**config.mk**
```make
export PLATFORM = sky130hd
export DESIGN_NAME = clint_mh
export DESIGN_NICKNAME = d
export VERILOG_FILES = /design/src/rtl/clint_mh.sv
export SDC_FILE = /design/constraint.sdc
export NUM_CORES = 1
export LEC_CHECK = 0
export CAP_MARGIN = 20
export CELL_PAD_IN_SITES_DETAIL_PLACEMENT = 1
export CELL_PAD_IN_SITES_GLOBAL_PLACEMENT = 1
export CORE_ASPECT_RATIO = 0.75
export CORE_UTILIZATION = 37
export DETAILED_ROUTE_END_ITERATION = 16
export MAX_ROUTING_LAYER = met4
export PLACE_DENSITY = 0.74
export SLEW_MARGIN = 15
export SYNTH_ARGS = -nofsm -noshare
export SYNTH_HDL_FRONTEND = slang
export SYNTH_SLANG_ARGS = --single-unit
```
**constraint.sdc**
```tcl
create_clock -name clk_i -period 3 [get_ports clk_i]
set_input_delay 0.6 -clock clk_i [delete_from_list [all_inputs] [get_ports clk_i]]
set_output_delay 0.6 -clock clk_i [all_outputs]
set_load 0.1 [all_outputs]
```
**src/rtl/clint_mh.sv**
```systemverilog
// Core-local interruptor: shared 64-bit mtime plus per-hart mtimecmp/msip behind a
// single-cycle register bus; drives per-hart timer and software interrupts.
module clint_mh #(
    parameter int unsigned NrHarts       = 1,
    parameter int unsigned AddrWidth     = 16,
    parameter int unsigned UseRtc        = 1,
    parameter int unsigned RtcSyncStages = 2,
    parameter int unsigned PrescaleDiv   = 1
) (
    input  logic                 clk_i,
    input  logic                 rst_i,
    input  logic                 rtc_i,
    input  logic                 req_i,
    input  logic                 we_i,
    input  logic [AddrWidth-1:0] addr_i,
    input  logic [63:0]          wdata_i,
    input  logic [7:0]           be_i,
    output logic                 gnt_o,
    output logic                 rvalid_o,
    output logic [63:0]          rdata_o,
    output logic                 err_o,
    output logic [NrHarts-1:0]   timer_irq_o,
    output logic [NrHarts-1:0]   ipi_o
);

    localparam int unsigned DataW       = 64;
    localparam int unsigned NrBytes     = DataW / 8;
    localparam int unsigned MsipIdxW    = 12;
    localparam int unsigned CmpIdxW     = 13;
    localparam int unsigned PrescW      = (PrescaleDiv > 1) ? $clog2(PrescaleDiv) : 1;
    localparam logic [12:0] MtimeWord   = 13'h17FF;
    localparam logic [12:0] CmpBaseWord = 13'h0800;

    logic               tick;

    logic [DataW-1:0]   mtime_q, mtime_d;
    logic [DataW-1:0]   mtimecmp_q [NrHarts];
    logic [DataW-1:0]   mtimecmp_d [NrHarts];
    logic [NrHarts-1:0] msip_q, msip_d;
    logic               rvalid_q, rvalid_d;
    logic               err_q, err_d;
    logic [DataW-1:0]   rdata_q, rdata_d;
    logic [NrHarts-1:0] timer_irq_q, timer_irq_d;
    logic [NrHarts-1:0] ipi_q, ipi_d;

    logic               addr_hi_ok;
    logic               is_mtime;
    logic [12:0]        cmp_word;
    logic [NrHarts-1:0] msip_hit;
    logic [NrHarts-1:0] cmp_hit;
    logic               mapped;
    logic               wr_en;
    logic               msip_lane_be;
    logic               msip_lane_bit;
    logic [DataW-1:0]   rd_data;
    logic               unused_addr;

    // Byte-offset bits below the 32-bit word are never decoded.
    assign unused_addr = ^addr_i[1:0];

    generate
        if (UseRtc != 0) begin : g_rtc
            logic [RtcSyncStages-1:0] sync_q, sync_d;
            logic                     rtc_prev_q, rtc_prev_d;

            always_comb begin
                sync_d     = {sync_q[RtcSyncStages-2:0], rtc_i};
                rtc_prev_d = sync_q[RtcSyncStages-1];
            end

            always_ff @(posedge clk_i) begin
                if (rst_i) begin
                    sync_q     <= '0;
                    rtc_prev_q <= 1'b0;
                end else begin
                    sync_q     <= sync_d;
                    rtc_prev_q <= rtc_prev_d;
                end
            end

            assign tick = sync_q[RtcSyncStages-1] & ~rtc_prev_q;
        end else begin : g_presc
            logic [PrescW-1:0] presc_q, presc_d;
            logic              wrap;
            logic              unused_rtc;

            assign unused_rtc = rtc_i;

            always_comb begin
                wrap    = (presc_q == PrescW'(PrescaleDiv - 1));
                presc_d = wrap ? '0 : presc_q + PrescW'(1);
            end

            always_ff @(posedge clk_i) begin
                if (rst_i) begin
                    presc_q <= '0;
                end else begin
                    presc_q <= presc_d;
                end
            end

            assign tick = wrap;
        end
    endgenerate

    // Address decode; mtime wins over the top of the mtimecmp window.
    always_comb begin
        addr_hi_ok = ((addr_i >> 16) == '0);
        is_mtime   = addr_hi_ok && (addr_i[15:3] == MtimeWord);
        cmp_word   = addr_i[15:3] - CmpBaseWord;
        msip_hit   = '0;
        cmp_hit    = '0;
        for (int unsigned h = 0; h < NrHarts; h++) begin
            msip_hit[h] = addr_hi_ok && (addr_i[15:14] == 2'b00)
                          && (addr_i[13:2] == MsipIdxW'(h));
            cmp_hit[h]  = addr_hi_ok && !is_mtime && (addr_i[15:3] >= CmpBaseWord)
                          && (cmp_word == CmpIdxW'(h));
        end
        mapped = is_mtime || (|msip_hit) || (|cmp_hit);
    end

    always_comb begin
        rd_data = '0;
        if (is_mtime) begin
            rd_data = mtime_q;
        end
        for (int unsigned h = 0; h < NrHarts; h++) begin
            if (msip_hit[h]) begin
                rd_data = addr_i[2] ? {31'b0, msip_q[h], 32'b0} : {63'b0, msip_q[h]};
            end
            if (cmp_hit[h]) begin
                rd_data = mtimecmp_q[h];
            end
        end

        wr_en         = req_i && we_i;
        msip_lane_be  = addr_i[2] ? be_i[4] : be_i[0];
        msip_lane_bit = addr_i[2] ? wdata_i[32] : wdata_i[0];

        // Enabled write bytes override the ticked value; the rest keep the increment.
        mtime_d = mtime_q + DataW'(tick);
        for (int unsigned b = 0; b < NrBytes; b++) begin
            if (wr_en && is_mtime && be_i[b]) begin
                mtime_d[8*b +: 8] = wdata_i[8*b +: 8];
            end
        end

        msip_d     = msip_q;
        mtimecmp_d = mtimecmp_q;
        for (int unsigned h = 0; h < NrHarts; h++) begin
            if (wr_en && msip_hit[h] && msip_lane_be) begin
                msip_d[h] = msip_lane_bit;
            end
            for (int unsigned b = 0; b < NrBytes; b++) begin
                if (wr_en && cmp_hit[h] && be_i[b]) begin
                    mtimecmp_d[h][8*b +: 8] = wdata_i[8*b +: 8];
                end
            end
            timer_irq_d[h] = (mtime_q >= mtimecmp_q[h]);
        end
        ipi_d = msip_q;

        rvalid_d = req_i;
        err_d    = req_i && !mapped;
        rdata_d  = (req_i && !we_i && mapped) ? rd_data : '0;
    end

    always_ff @(posedge clk_i) begin
        if (rst_i) begin
            mtime_q <= '0;
            msip_q  <= '0;
            for (int unsigned h = 0; h < NrHarts; h++) begin
                mtimecmp_q[h] <= '1;
            end
            rvalid_q    <= 1'b0;
            err_q       <= 1'b0;
            rdata_q     <= '0;
            timer_irq_q <= '0;
            ipi_q       <= '0;
        end else begin
            mtime_q     <= mtime_d;
            msip_q      <= msip_d;
            mtimecmp_q  <= mtimecmp_d;
            rvalid_q    <= rvalid_d;
            err_q       <= err_d;
            rdata_q     <= rdata_d;
            timer_irq_q <= timer_irq_d;
            ipi_q       <= ipi_d;
        end
    end

    assign gnt_o       = req_i;
    assign rvalid_o    = rvalid_q;
    assign rdata_o     = rdata_q;
    assign err_o       = err_q;
    assign timer_irq_o = timer_irq_q;
    assign ipi_o       = ipi_q;

endmodule

```
Word-level counts from Yosys, hierarchy flattened. Index checks and enable logic that the tools add are counted.

Input port bits: 93. Logic and storage cells: 75. Register bits: 200. Output and inout port bits: 69.

Eq/ne operators: 1. Bitwise gates (word level): 3. Reductions and logical operators: 36. Order comparisons: 2. Add/subtract/negate cells: 2. Multiplexer cells: 14.

Operator list (number): 2-to-1 mux 64 bit (3); adder 64 x 1 -> 64 bit (1); greater-or-equal comparator 64 bit (1); 2-to-1 mux 8 bit (8); 2-to-1 mux 33 bit (1); logical AND 1 bit (27); == test 13 bit, second input constant (1); greater-or-equal comparator 13 x 12 -> 1 bit, second input constant (1); zero test 13 bit (1); subtractor 13 x 12 -> 13 bit, second input constant (1); zero test 12 bit (1); zero test 1 bit (3); zero test 2 bit (1); logical OR 1 bit (2); 2-to-1 mux 1 bit (2); inverter 1 bit (2); OR reduction 2 bit (1); AND 1 bit (1).

Longest topological paths before layout.
Depth in word-level cells: 8. Mapped depth: 11. Mapped depth without buffers: 9.

Worst setup path after synthesis. No wires, ideal clock.

Kind: reg2reg. From: register g_rtc.sync_q[1]. To: register mtime_q[46]. Arrival time: 2293 ps. Library setup time: 136 ps. Path buffers: 1. Path slack: 572 ps. Period minus slack after synthesis: 2428 ps. Cell stages (with the launch flop): 11. Data required time: 2864 ps. Cells stage by stage: dfxtp_1 -> nor2b_1 -> ha_1 -> ha_1 -> and3_4 -> nand4_4 -> or4_1 -> buf_6 -> nor4_4 -> xnor2_1 -> a211oi_2.

Longest elaborated chain between the ends: 3.

RTL lines: from (decl) (line 63) `logic [RtcSyncStages-1:0] sync_q, sync_d;`; from (signal assigned) (line 76) `sync_q <= sync_d;`; AND 1 bit (line 81) `assign tick = sync_q[RtcSyncStages-1] & ~rtc_prev_q;`; adder 64 x 1 -> 64 bit (line 141) `mtime_d = mtime_q + DataW'(tick);`; 2-to-1 mux 8 bit (line 143) `if (wr_en && is_mtime && be_i[b]) begin`; to (signal assigned) (line 181) `mtime_q <= mtime_d;`; to (decl) (line 36) `logic [DataW-1:0] mtime_q, mtime_d;`.

No other way between the ends. A chain may end at the register's enable or synchronous reset.

Worst setup path after layout. Ends and elaborated chain as after synthesis.

==> summary.md <==
| Metric | Value |
|---|---|
| Max IR drop VDD | ~420 µV |
| Vias in the first global route | between 8000 and 9000 |
| Final Worst Setup Slack | 0.178 ns |
| Area fraction in compound gates after synthesis | between 15 and 20% |
| Gr busiest metal | met2 |
| Layout cells sized above 1 | roughly 14% |
| Unrepaired setup endpoints after global routing | false |
| Final Skew | 0.0160 ns |
| CP Class | reg -> reg |
| Die area | between 20000 and 30000 µm² |
| Cell Area, Placed | approximately 12000 µm² |
| Slowest stage delay, CP | 0.60 ns |
| Most used cell along the critical path | ha_1 |
| Most used DFF post-synth | dfxtp_1 |
| Post-route ant nets | 0 |
| Avg WL per Cell | about 19 µm |
| Combinational family with the most area after synthesis | simple AND/OR/NAND/NOR gates |
| WP data required | 3.36 ns |
| Initial DRC Count | around 440 |
| Cell area after layout | around 12000 µm² |
| Cell row count | a little over 50 |
| Total grt overflow | 0 |
| Sequential share of the synthesized area | between 40% and 50% |
| Port bufs | 159 |
| Placed Cells | ~1600 |
| Met2 GRT Util | a little over a third |
| Via Count | around 8700 |
| Starting Density | between 30% and 40% |
| Worst Path Buf+Inv | 1 |
| Count of pins over their slew limit | 0 |
| CP Max Fanout | 19 |
| Vias per Instance | ~5.3 |
| Slowest CP cell | or4_1 |
| Pwr Density | 420 nW/µm² |
| Synth warn | 0 |
| # setup viols final | 0 |
| Core area | 26000 µm² |
| Maxcap violations | 0 |
| Initial antenna violation count | 0 |
| Final Hold Viols | 0 |
| Hold WS | 0.445 ns |
| Post-Synth Adder-Cell Area | 8.63% |
| Leak | roughly 5.2 nW |
| Routed wire length | between 30000 and 40000 µm |
| Synth cell types | 57 |
| Setup TNS | 0 ns |
| Grt met3 use | approximately 3.5% |
| H-tree depth | 4 |
| Clock sinks | 200 |
| Hold crit path type | in -> reg |
| Synth async-reset ratio | 0% |
| First-pass GRT wire length | between 40000 and 50000 µm |
| RD Place Congestion | 0.869 |
| Pwr Total | between 5 and 6 mW |
| Max Buffers Root-to-Sink | 2 |
| EDFF count, synth | 0 |
| Post-route insts no fill | about 1600 |
| Final Cycle Share | 94.1% |
| Die width | around 190 µm |
| Data arrival, critical path | roughly 3.2 ns |
| Boundary pin count | 162 |
| TritonCTS buffer count | 17 |
| Die Ht | approximately 140 µm |
| Net Count, Synth | around 1300 |
| Utilization after layout | between 40% and 50% |
| Synth-to-Final Area Change | 26.1% |
| Worst Tran Pin Value | between 0.7 and 0.8 ns |
| CTS tree | yes |
| Worst-Skew Late Latency | around 0.45 ns |
| Max Fclk | roughly 0.35 GHz |
| Outcome | finished, final reports clean |
| Synth top area share | 40.6% |
| Synthesis-stage register bit count | 200 |
| Synth top area cells | dfxtp_1, ha_1, nor2_1, a211o_1, a211oi_1 |
| Fin nets | 1440 |
| Setup slack at placement | roughly 0.12 ns |
| Top cell type by total area after synthesis | dfxtp_1 |
| Xor/xnor share of the synthesized area | 5.42% |
| Crit-path leading delay family | simple AND/OR/NAND/NOR gates |
| Hold-fix buffers, CTS | 0 |
| Post-Synthesis Cells | approximately 1100 |
| Largest net degree at the start of global routing | 65 |
| GRT Util Overall | around a quarter |
| Diodes inserted | 0 |
| Synthesized area per cell | 8.76 µm² |
| Startpoint types | flip-flop |
| Netlist area before placement | around 9900 µm² |
| Simple-gate share of the synthesized area | 20.3% |
| CTS root buf | clkbuf_16 |
| First-pass iteration count of the detailed router | 5 |
| Clk slew on worst S/H paths | approximately 0.070 ns |
| Setup crit end kind | flip-flop |
| Cell Chain, Critical Path | nor2b_1 -> ha_1 -> ha_1 -> and3_4 -> nand4_4 -> or4_1 -> buf_12 -> nor4_4 -> xnor2_1 -> a211oi_2 |
| # DRC | 0 |
| Relative slew slack | 47.8% |
| Period minus WS final | 2.82 ns |
| Grt met1 use | ~32% |
| Post-DP HPWL | about 22000 µm |
| Multiplexer share of the synthesized area | less than 1% |
logic make-up (layout without fill, tap and decap cells):
logic type,after synthesis,after routing
AO/OA/AOI/OAI,240,240
XOR/XNOR,61,61
adder cells (fa/ha/maj),68,68
buffers and inverters,150,316
flip-flops,200,200
multiplexers,3,3
AND/OR/NAND/NOR,403,403
registers in the layout (all words and copies together), names as in the netlist:
signal            flops
mtime_q              64
mtimecmp_q           64
rdata_o              64
g_rtc.sync_q          2
err_o                 1
g_rtc.rtc_prev_q      1
ipi_d                 1
ipi_o                 1
rvalid_o              1
timer_irq_o           1
worst paths after layout:
path	slack (ns)	from	endpoint	depth (start not counted)
min reg2reg	0.45	g_rtc.sync_q[0]$_SDFF_PP0_	g_rtc.sync_q[1]$_SDFF_PP0_	1
max reg2reg	0.18	g_rtc.sync_q[1]$_SDFF_PP0_	mtime_q[46]$_SDFF_PP0_	10
min	0.45	rst_i	mtime_q[63]$_SDFF_PP0_	2
max	0.18	g_rtc.sync_q[1]$_SDFF_PP0_	mtime_q[46]$_SDFF_PP0_	10
report_power, final:
| group | switching [mW] | total (mW) | leakage (nW) | internal (mW) |
|---|---|---|---|---|
| sequential | 0.00164 | 2.66 | 1.61 | 2.66 |
| clock | 1.09 | 2.34 | 0.265 | 1.25 |
| combinational | 0.110 | 0.229 | 3.33 | 0.120 |
synth_stat cells, drive strengths merged (2+ instances only):
library cell,number
a21o,2
xor2,13
o21ai,9
nand2,51
dfxtp,200
a211o,57
a211oi,65
and4,7
nor2,207
or4,3
ha,68
a21oi,23
and2,3
nor4,15
nand4,23
nor2b,5
mux2i,3
nor3b,2
inv,81
nor3,31
a22oi,63
a221oi,4
xnor2,48
buf,15
nand3,39
o211ai,8
and3,14
clkbuf,54
layer usage:
layer	vias to the layer above	share of wire [%]
met3	27	3.2
met2	153	46
li1	4282	-
met1	4260	50
met4	0	1.0
met5	-	0
cells in the final DEF, fill, tap and decap left out, drive strengths merged, types with 4 or more instances in the layout:
master         instances
a211o                 57
a211oi                65
a21oi                 23
a221oi                 4
a22oi                 63
and3                  14
and4                   7
buf                  115
clkbuf                20
clkdlybuf4s50         89
clkinvlp               5
dfxtp                200
ha                    68
inv                   82
nand2                 51
nand3                 39
nand4                 23
nor2                 207
nor2b                  5
nor3                  31
nor4                  15
o211ai                 8
o21ai                  9
xnor2                 48
xor2                  13
area by class of cell:
type / count / area, µm²
fill: 3062 / 13600
tap: 344 / 430
multi-input combinational: 775 / 5260
sequential: 200 / 4000
inverter: 81 / 304
timing repair buffer: 204 / 1850
clock inverter: 11 / 125
clock buffer: 20 / 447
what timing repair did:
action	4_1_cts	5_1_grt
setup endpoints to repair	0	1
buffers inserted	0	0
gates resized for setup	0	1
(Power assumes the default switching activity.)
